<file path="config.mk">
export PLATFORM = sky130hd
export DESIGN_NAME = arrow_sequencer
export DESIGN_NICKNAME = d
export VERILOG_FILES = /design/src/rtl/arrow_pkg.sv /design/src/rtl/beat_counter.sv /design/src/rtl/arrow_sequencer.sv
export SDC_FILE = /design/constraint.sdc
export NUM_CORES = 1
export LEC_CHECK = 0
export CORE_MARGIN = 2
export CORE_UTILIZATION = 39
export CTS_CLUSTER_DIAMETER = 40
export DETAILED_ROUTE_END_ITERATION = 12
export SLEW_MARGIN = 30
export SYNTH_ARGS = -nofsm -noshare
export SYNTH_HDL_FRONTEND = slang
export SYNTH_HIERARCHICAL = 1
export SYNTH_SLANG_ARGS = --single-unit
</file>
<file path="constraint.sdc">
create_clock -name Clk -period 5.7 [get_ports Clk]
set_clock_uncertainty 0.1 [all_clocks]
set_input_delay 1.14 -clock Clk [delete_from_list [all_inputs] [get_ports Clk]]
set_output_delay 1.14 -clock Clk [all_outputs]
set_load 0.05 [all_outputs]
</file>
<file path="src/rtl/arrow_pkg.sv">
// Shared types and constants for the arrow pattern player.
//   ARROW_LANES : default number of arrow lanes per chart step
//   arrow_t     : one chart step (one bit per lane)
//   seq_state_t : playback state (IDLE, RUN, PAUSED, DONE)
package arrow_pkg;

  localparam int unsigned ARROW_LANES = 4;

  typedef logic [ARROW_LANES-1:0] arrow_t;

  typedef enum logic [1:0] {
    IDLE   = 2'd0,
    RUN    = 2'd1,
    PAUSED = 2'd2,
    DONE   = 2'd3
  } seq_state_t;

endpackage

</file>
<file path="src/rtl/beat_counter.sv">
// Free-running beat period counter.
//   Clk    : system clock
//   Reset  : synchronous active-high reset
//   clear  : restart the period from 0 (wins over enable)
//   enable : advance the count this cycle
//   tick   : combinational, high on the terminal-count cycle while enabled
module beat_counter #(
  parameter int unsigned BEAT_CYCLES = 50_000_000
) (
  input  logic Clk,
  input  logic Reset,
  input  logic clear,
  input  logic enable,
  output logic tick
);

  localparam int unsigned CW = $clog2(BEAT_CYCLES);

  logic [CW-1:0] count;
  logic          at_term;

  // Equality against the last value keeps the count in range for any period.
  assign at_term = (count == CW'(BEAT_CYCLES - 1));
  assign tick    = enable && at_term;

  always_ff @(posedge Clk) begin
    if (Reset || clear) begin
      count <= '0;
    end else if (enable) begin
      count <= at_term ? '0 : count + CW'(1);
    end
  end

endmodule

</file>
<file path="src/rtl/arrow_sequencer.sv">
// Beat-driven arrow pattern player: plays a writable chart one step per beat.
//   Clk, Reset       : clock, synchronous active-high reset
//   wr_en/addr/data  : chart write port (any state, read-before-write)
//   length           : steps to play (1..DEPTH), latched on accepted start
//   loop_en          : wrap to step 0 after the last step
//   start, pause     : start/restart request, playback freeze
//   arrows, index    : step pattern on display and its chart address
//   beat             : one-cycle strobe when arrows/index update
//   busy, done       : playing (RUN/PAUSED), finished (DONE)
module arrow_sequencer
  import arrow_pkg::*;
#(
  parameter int unsigned LANES       = ARROW_LANES,
  parameter int unsigned DEPTH       = 16,
  parameter int unsigned BEAT_CYCLES = 50_000_000
) (
  input  logic                       Clk,
  input  logic                       Reset,
  input  logic                       wr_en,
  input  logic [$clog2(DEPTH)-1:0]   wr_addr,
  input  logic [LANES-1:0]           wr_data,
  input  logic [$clog2(DEPTH+1)-1:0] length,
  input  logic                       loop_en,
  input  logic                       start,
  input  logic                       pause,
  output logic [LANES-1:0]           arrows,
  output logic                       beat,
  output logic [$clog2(DEPTH)-1:0]   index,
  output logic                       busy,
  output logic                       done
);

  localparam int unsigned AW = $clog2(DEPTH);
  localparam int unsigned LW = $clog2(DEPTH + 1);

  logic [LANES-1:0] mem [DEPTH];
  seq_state_t       state;
  logic [AW-1:0]    ptr;
  logic [LW-1:0]    len_q;
  logic             start_ok;
  logic             active;
  logic             last;
  logic             tick;

  assign start_ok = start && (length != '0) && (length <= LW'(DEPTH));
  assign active   = (state == RUN) || (state == PAUSED);
  assign last     = (LW'(ptr) == len_q - LW'(1));

  // PAUSED with pause low counts like RUN, so the frozen count resumes at once.
  beat_counter #(
    .BEAT_CYCLES(BEAT_CYCLES)
  ) u_beat_counter (
    .Clk    (Clk),
    .Reset  (Reset),
    .clear  (start_ok),
    .enable (active && !pause),
    .tick   (tick)
  );

  // Chart storage; not reset.
  always_ff @(posedge Clk) begin
    if (wr_en) begin
      mem[wr_addr] <= wr_data;
    end
  end

  // Playback FSM with registered outputs; priority start > pause > beat.
  always_ff @(posedge Clk) begin
    if (Reset) begin
      state  <= IDLE;
      arrows <= '0;
      beat   <= 1'b0;
      index  <= '0;
      busy   <= 1'b0;
      done   <= 1'b0;
      ptr    <= '0;
      len_q  <= '0;
    end else begin
      beat <= 1'b0;
      if (start_ok) begin
        state <= RUN;
        len_q <= length;
        ptr   <= '0;
        busy  <= 1'b1;
        done  <= 1'b0;
      end else if (active) begin
        if (pause) begin
          state <= PAUSED;
        end else if (tick) begin
          arrows <= mem[ptr];
          index  <= ptr;
          beat   <= 1'b1;
          if (last) begin
            ptr <= '0;
            if (loop_en) begin
              state <= RUN;
            end else begin
              state <= DONE;
              busy  <= 1'b0;
              done  <= 1'b1;
            end
          end else begin
            ptr   <= ptr + AW'(1);
            state <= RUN;
          end
        end else begin
          state <= RUN;
        end
      end
    end
  end

endmodule

</file>
* After elaboration in Yosys (flattened, before gate mapping)
Memory sizes are Yosys's and may differ from the RTL's. A register that Yosys moved wholly into a read port is not among the register bits.
Cells that the tools add are included.
Widths: inputs -> output; s select.
** Word-level totals
- Bits in registers :: 44
- RAM bits :: 64
- Bits of input ports :: 19
- Output and inout port bits :: 11
- Word-level logic and storage cells :: 58
- Memories kept :: 1
** Memory list
- mem :: depth 16, width 4, read ports 1, clocked after memory_dff 1, wr ports 1, RTL line arrow_sequencer.sv:36 : logic [LANES-1:0] mem [DEPTH];
** Cells by class
- $add $sub $neg :: 3
- Magnitude comparators :: 1
- Eq/ne operators :: 6
- Muxes and demuxes :: 17
- Bitwise gates (word level) :: 4
- Reductions and logical operators :: 17
** Operators by type and width (count)
- $add 26x1->26 const B :: 1
- $eq 26x26->1 const B :: 1
- $mux 26 :: 1
- $mux 1 :: 11
- $reduce_and 5->1 :: 2
- $mux 2 :: 4
- $reduce_bool 2->1 :: 3
- $eq 4x5->1 :: 1
- $le 5x5->1 const B :: 1
- $reduce_bool 5->1 :: 1
- $sub 5x1->5 const B :: 1
- $add 4x1->4 const B :: 1
- $logic_and 1x1->1 :: 4
- $mux 4 :: 1
- $ne 2x1->1 const B :: 2
- $not 1->1 :: 4
- $reduce_and 4->1 :: 1
- $reduce_or 4->1 :: 1
- $reduce_and 3->1 :: 1
- $eq 2x1->1 const B :: 1
- $eq 2x2->1 const B :: 1
- $logic_or 1x1->1 :: 2
- $reduce_or 2->1 :: 1
- $logic_not 1->1 :: 1

* Longest topological paths before layout
Gate-level depths: netlist (run 1).
- Depth in word-level cells :: 8
- Mapped depth :: 12
- Gate-level depth less buffers :: 10

* Hierarchy
The synthesis (run 1) kept the hierarchy.
** Modules (own cells, without submodules)
- arrow_sequencer :: instances 1, cells an instance 242, area each 3554.7 um^2, seq. area each 2362.3 um^2
- beat_counter :: instances 1, cells an instance 161, area each 1338.8 um^2, seq. area each 520.5 um^2

* Worst setup path after synthesis (run 1)
Ideal clock, no wire load.
- Kind :: input -> register
- From :: input pause
- To :: register arrows[0] (read register of mem)
- Setup time :: 0.128 ns
- Arrival time :: 3.175 ns
- Required time :: 5.472 ns
- Slack :: 2.297 ns
- Stages :: 12
- Buffers on the path :: 2
- Cell sequence :: inv_1 nand2_1 inv_1 buf_4 and4_2 clkbuf_1 nand4_1 nor3_1 nand3_1 nor2_2 mux2i_1 nor2_1
** On the way
- Word-level cells in the longest chain between the ends :: 4
- Elaborated cells between the ends (all ways) :: 5
- Classes of those cells :: bitwise: 1; reduce/logical: 4
** Ends and longest elaborated chain
- start: declaration :: RTL line arrow_sequencer.sv:25 : input logic pause,
- $logic_not 1->1 :: RTL line arrow_sequencer.sv:56 : .enable (active && !pause),
- $logic_and 1x1->1 :: RTL line arrow_sequencer.sv:56
- $logic_and 1x1->1 :: RTL line beat_counter.sv:24 : assign tick = enable && at_term;
- named net tick :: RTL line arrow_sequencer.sv:43 : logic tick;
- $reduce_and 4->1 (no line)
- end: declaration :: RTL line arrow_sequencer.sv:26 : output logic [LANES-1:0] arrows,
The timed path passes the listed nets, and every way through them passes these cells.
A chain may end at the register's enable or synchronous reset.

* Worst setup path after layout (run 1)
- From :: input pause
- To :: register index[3]
** On the way
- Word-level cells in the longest chain between the ends :: 4
- Elaborated cells between the ends (all ways) :: 5
- Classes of those cells :: bitwise: 1; reduce/logical: 4
** Ends and longest elaborated chain
- $logic_not 1->1 :: RTL line arrow_sequencer.sv:56
- $logic_and 1x1->1 :: RTL line arrow_sequencer.sv:56
- $logic_and 1x1->1 :: RTL line beat_counter.sv:24
- named net tick :: RTL line arrow_sequencer.sv:43
- $reduce_and 4->1 (no line)
- end signal: assignment :: RTL line arrow_sequencer.sv:91 : index <= ptr;
- end: declaration :: RTL line arrow_sequencer.sv:28 : output logic [$clog2(DEPTH)-1:0] index,
The timed path passes the listed nets, and every way through them passes these cells.

==> flow_summary.json, run 1 <==
{
  "post_cts_resized": 0,
  "cts.reportedPaths.clkPinSlew_ns": 0.07,
  "rr_endpoint": "index[3]",
  "dp_hpwl_microns": 6490,
  "hold_viol": 0,
  "cts_sinks": 112,
  "synth-edff-count": 64,
  "whs_path_depth": 2,
  "syn_to_final_growth_pct": 15.4,
  "synth-seq-area-share_pct": 58.9,
  "drive_gt1_share_pct": 10.6,
  "r2r_cells": 10,
  "power_density_nw_per_um2": 283,
  "internal-power_w": 0.00125,
  "synth_commonest_cells": "64 x edfxtp_1, 48 x dfxtp_1, 43 x nor2_1",
  "synth.avg_cell_area_sq_um": 12.1,
  "arrival_ns": 3.88,
  "track_usage_pct": 15.2,
  "wirelength_microns": 9350,
  "viasPerCell": 5.22,
  "n_antenna_cell": 0,
  "fmax_mhz": 265,
  "crit_slowest_cell": "nor2_2",
  "worstReg2RegStart": "state[1]",
  "ys_seq_elements": 112,
  "fin_setup_tns_ns": 0,
  "hp-start": "busy",
  "wl_per_cell_microns": 15.6,
  "cts_made_buffers": 9,
  "antenna_found_initial": 0,
  "cp_max_fo": 9,
  "worst_pin_slew_ns": 0.791,
  "yosysTopAreaCellShare_pct": 39.3,
  "synthArstFlopShare_pct": 0,
  "multi_input_area_sq_um": 1890,
  "rsz0062_at_grt": "false",
  "die_height_microns": 116,
  "synth_ff_type": "edfxtp_1",
  "grt_pass1_wl_microns": 15500,
  "pin_count": 30,
  "io_buffers": 29,
  "p_leak_nw": 1.76,
  "yosysMostFrequentCell": "edfxtp_1",
  "setup_viol_count_final": 0,
  "pre_cts_ws_ns": 1.53,
  "coreArea_sq_um": 12100,
  "cts_tree": "built",
  "clock-root-buffer": "clkbuf_16",
  "post-route-min-period_ns": 3.77,
  "synth.distinct_cells": 53,
  "grt-busiest-layer": "met2",
  "synth_warnings": 6,
  "grtUsageMet1_pct": 19.7,
  "fin_ws_ns": 1.93,
  "slowest_delay_ns": 0.50,
  "combPwrFrac_pct": 4.1,
  "maxCapViolCount": 0,
  "place_congestion": 0.801,
  "fin_crit_sh_pct": 66.1,
  "die_w_microns": 116,
  "p_sw_share_pct": 21.9,
  "ant_nets": 0,
  "first_pass_iters": 4,
  "crit_buf_inv": 3,
  "place_inst": 584,
  "initial_core_util_pct": 40.4,
  "syn_nets": 426,
  "endpoint_kind": "register",
  "drv_slew": 0,
  "synth.top_cells.by_area": "edfxtp_1 39%, dfxtp_1 20%, mux4_2 7.4%",
  "vdd_drop_max_v": 0.000252,
  "via_count": 3131,
  "p_seq_share_pct": 54.5,
  "insertion_delay_ns": 0.36,
  "hold_end": "busy",
  "min_path_type": "reg -> reg",
  "row_count": 40,
  "cp_top_family": "simple AND/OR/NAND/NOR gates",
  "crit_chain": "clkdlybuf4s50_1, inv_1, nand2_1, inv_1, and4_2, nand4_1, nor3_1, nand3_1, nor2_2, mux2i_1, nor2_1",
  "synth_area_leader_cell": "edfxtp_1",
  "nets": 450,
  "holdBufCountCts": 0,
  "grt_pass1_vias": 3041,
  "grt_max_degree": 25,
  "relSlewSlack_pct": 46.2,
  "required_ns": 5.81,
  "r2r_slack_ns": 2.66,
  "start_kind": "input pin",
  "path_class": "in -> reg",
  "drcViolationCount": 0,
  "power_switching_w": 0.000349,
  "critPathMostFrequentCell": "inv_1",
  "fillers": 1115,
  "outcome": "complete, no violations",
  "drt-initial-drc-count": 193,
  "clockBufferDepth": 2,
  "clock_power_share_pct": 41.4,
  "seq_area_sq_um": 2880,
  "synth_area_sq_um": 4890,
  "finalNonFillerCells": 600,
  "grt_overflow": 0,
  "die_area_sq_um": 13500,
  "grt_use_met2_pct": 24.2,
  "h-tree-depth": 3,
  "met3_usage_pct": 4.60,
  "syn_inst": 403,
  "postCtsSetupBuffers": 0
}
==> cell usage in the layout, fill, tap and decap left out, drive strengths merged, types with 5 or more instances in the layout <==
cell type	n
nor2	44
mux2i	14
nand4	15
a21oi	18
o21ai	7
edfxtp	64
xor2	13
nand3	19
xnor2	6
o31ai	8
dfxtp	48
clkdlybuf4s50	29
nand2	29
nor4	5
clkbuf	9
mux4	16
or3	8
nor3	10
inv	15
or4	9
==> per-stage QoR <==
| step | utilization [%] | total power, W | hold slack, ns | instance area (sq um) |
|---|---|---|---|---|
| 4_1_cts | 46.6 | 0.00162 | 0.380 | 5650 |
| 3_3_place_gp | 44.0 | 0.000953 | 0.364 | 5330 |
| 2_1_floorplan | - | 0.000923 | 0.349 | 4890 |
| 5_1_grt | 46.6 | 0.00165 | 0.403 | 5650 |
| 3_5_place_dp | 44.0 | 0.000955 | 0.367 | 5330 |
| 6_report | 46.6 | 0.00160 | 0.378 | 5650 |
==> layer usage <==
layer	vias up	share of wire, %
met5	-	0
met4	0	1.3
met3	9	3.3
met2	46	49
met1	1509	47
li1	1567	-
==> flip-flops by register name, summed over array words and instances, names as in the netlist <==
name	count
len_q	5
busy	1
u_beat_counter/count	26
done	1
state	2
index	4
beat	1
ptr	4
mem	64
arrows	4
==> worst max-delay path by stage <==
stage	startpoint	endpoint	slack, ns	depth (start not counted)
after global routing	pause	index[0]	1.57	11
final	pause	index[3]	1.93	11
after CTS	pause	index[3]	1.92	11
after global placement	pause	index[0]	1.66	11
after detailed placement	pause	index[3]	1.53	11
after floorplan	pause	arrows[0]	2.30	12
==> power by group through the flow <==
stage	Clock, W	Combinational, W	Sequential, W
floorplan	0	0.0000338	0.000889
global placement	0	0.0000642	0.000889
detailed placement	0	0.0000662	0.000889
CTS	0.000678	0.0000663	0.000871
global route	0.000710	0.0000724	0.000872
finish	0.000661	0.0000652	0.000871
==> final cells by class <==
cell class / count / share of cell area, %
well taps: 168 / 3.72
repair buffers: 32 / 5.54
multi-input cells: 262 / 33.5
clock inverters: 7 / 1.60
clock buffers: 9 / 3.99
flip-flops and latches: 112 / 51.0
inverters: 10 / 0.665
==> tightest hold or removal path, cell delays in order, from the launching register on <==
cell	delay [ns]
dfxtp_1	0.32
o31ai_1	0.06
a21oi_1	0.06
==> logic make-up after synthesis <==
logic type / share of synthesized area (%)
xor gates and xnor gates: 3.40
muxes: 10.3
and+or+nand+nor: 17.4
buffers and inverters: 2.48
AOI/OAI and AO/OA: 6.32
adders and majority gates: 1.23
DFF: 58.9
No activity file was read; power rests on OpenSTA's default activity.
==> run 2, diff against run 1 <==
- clock period: 5.7 -> 3.5 ns (I/O delays scaled with it)
==> run 2 against run 1 <==
Sequential power grew 63%. Clock power up 60%. Design area up 0.60%. Largest power group unchanged. Critical path type unchanged. Highest routed layer unchanged. Non-clock buffer count rose by 5. Critical path depth stayed put.
==> flow_summary.json, run 2 (synthesis gave the netlist of run 1 again) <==
{
  "setup_viol_count_final": 0,
  "grt_pass1_wl_microns": 15400,
  "pre_cts_ws_ns": 0.181,
  "combPwrFrac_pct": 4.2,
  "rr_endpoint": "arrows[1]",
  "rsz0062_at_grt": "false",
  "vdd_drop_max_v": 0.000287,
  "crit_slowest_cell": "nor2_2",
  "slowest_delay_ns": 0.46,
  "track_usage_pct": 14.8,
  "post_cts_resized": 0,
  "worstReg2RegStart": "state[1]",
  "drt-initial-drc-count": 214,
  "r2r_cells": 10,
  "hp-start": "busy",
  "maxCapViolCount": 0,
  "clock_power_share_pct": 40.9,
  "pin_count": 30,
  "holdBufCountCts": 0,
  "path_class": "in -> reg",
  "regMostFlops": "mem",
  "insertion_delay_ns": 0.34,
  "h-tree-depth": 3,
  "io_buffers": 29,
  "via_count": 3231,
  "antenna_found_initial": 0,
  "first_pass_iters": 4,
  "power_switching_w": 0.000542,
  "endpoint": "arrows[1]",
  "drv_slew": 0,
  "p_sw_share_pct": 21.0,
  "required_ns": 3.63,
  "seq_area_sq_um": 2880,
  "cts.reportedPaths.clkPinSlew_ns": 0.07,
  "fin_ws_ns": 0.554,
  "most-common-layout-cells": "64 x edfxtp_1, 48 x dfxtp_1, 43 x nor2_1",
  "p_leak_nw": 1.78,
  "multi_input_area_sq_um": 1890,
  "die_area_sq_um": 13500,
  "clockBufferDepth": 2,
  "r2r_slack_ns": 0.87,
  "start_kind": "input pin",
  "cp_max_fo": 8,
  "drcViolationCount": 0,
  "fin_setup_tns_ns": 0,
  "wirelength_microns": 9460,
  "relSlewSlack_pct": 41.2,
  "cts_sinks": 112,
  "internal-power_w": 0.00204,
  "min_path_type": "reg -> reg",
  "cts_made_buffers": 9,
  "post-route-min-period_ns": 2.95,
  "coreArea_sq_um": 12100,
  "dp_hpwl_microns": 6650,
  "postCtsSetupBuffers": 0,
  "fin_crit_sh_pct": 84.2,
  "drive_gt1_share_pct": 11.7,
  "nets": 455,
  "critPathMostFrequentCell": "inv_1",
  "die_height_microns": 116,
  "arrival_ns": 3.08,
  "place_congestion": 0.821,
  "top_regs": "mem x64, u_beat_counter/count x26, len_q x5",
  "n_antenna_cell": 0,
  "fillers": 1126,
  "clock-root-buffer": "clkbuf_16",
  "endpoint_kind": "register",
  "power_density_nw_per_um2": 455,
  "viasPerCell": 5.34,
  "cts_tree": "built",
  "grt_overflow": 0,
  "fmax_mhz": 339,
  "layout_commonest_cell": "edfxtp_1",
  "row_count": 40,
  "wl_per_cell_microns": 15.6,
  "outcome": "complete, no violations",
  "grt_pass1_vias": 3123,
  "p_seq_share_pct": 54.9,
  "syn_to_final_growth_pct": 16.1,
  "largest_register_ffs": 64,
  "crit_chain": "clkdlybuf4s50_1, inv_1, nand2_1, inv_1, and4_2, nand4_1, nor3_1, nand3_1, nor2_2, mux2i_1, nor2_1",
  "grt_max_degree": 22,
  "startpoint": "pause",
  "ant_nets": 0,
  "worst_pin_slew_ns": 0.876,
  "hold_viol": 0,
  "initial_core_util_pct": 40.4,
  "die_w_microns": 116
}
[run 2: final cells by class]
cell class,count,share of cell area [%]
clock inverter,6,1.28
clock buffer,10,4.21
tap,168,3.70
timing repair buffer,37,6.17
multi-input combinational,262,33.3
sequential,112,50.7
inverter,10,0.661
[run 2: critical path, delay by kind of cell]
family                 cells  cell delay, ns
and+or+nand+nor            7            1.50
buffers and inverters      3            0.62
muxes                      1            0.26
[run 2: how the worst min path moves through the flow]
stage                                           to  slack [ns]  cells after the start
final                                         busy        0.39                      2
after CTS                                     busy        0.39                      2
after floorplan           u_beat_counter/count[22]        0.35                      2
after global placement    u_beat_counter/count[22]        0.37                      2
after detailed placement                      busy        0.38                      2
after global routing                          done        0.41                      1
[run 2: power groups by stage]
stage	Combinational, W	Clock [W]	Sequential, W
finish	0.000110	0.00106	0.00142
global route	0.000120	0.00113	0.00142
CTS	0.000111	0.00108	0.00142
detailed placement	0.000110	0	0.00145
global placement	0.000107	0	0.00145
floorplan	0.0000550	0	0.00145
[run 2: layer usage]
metal	vias up	wire length, microns	global-route usage, %
met1	1596	4280	18.7
li1	1573	-	-
met2	55	4760	25.5
met3	7	327	3.29
met5	-	0	0
met4	0	99	4.29
[run 2: stage by stage]
step / area (sq um) / instances / hold WS, ns / power [W] / util, %
floorplan: 4890 / 403 / 0.349 / 0.00150 / -
global placement: 5370 / 589 / 0.366 / 0.00155 / 44.3
detailed placement: 5370 / 589 / 0.376 / 0.00156 / 44.3
CTS: 5680 / 605 / 0.388 / 0.00261 / 46.9
global route: 5680 / 605 / 0.408 / 0.00267 / 46.9
finish: 5680 / 605 / 0.386 / 0.00258 / 46.9
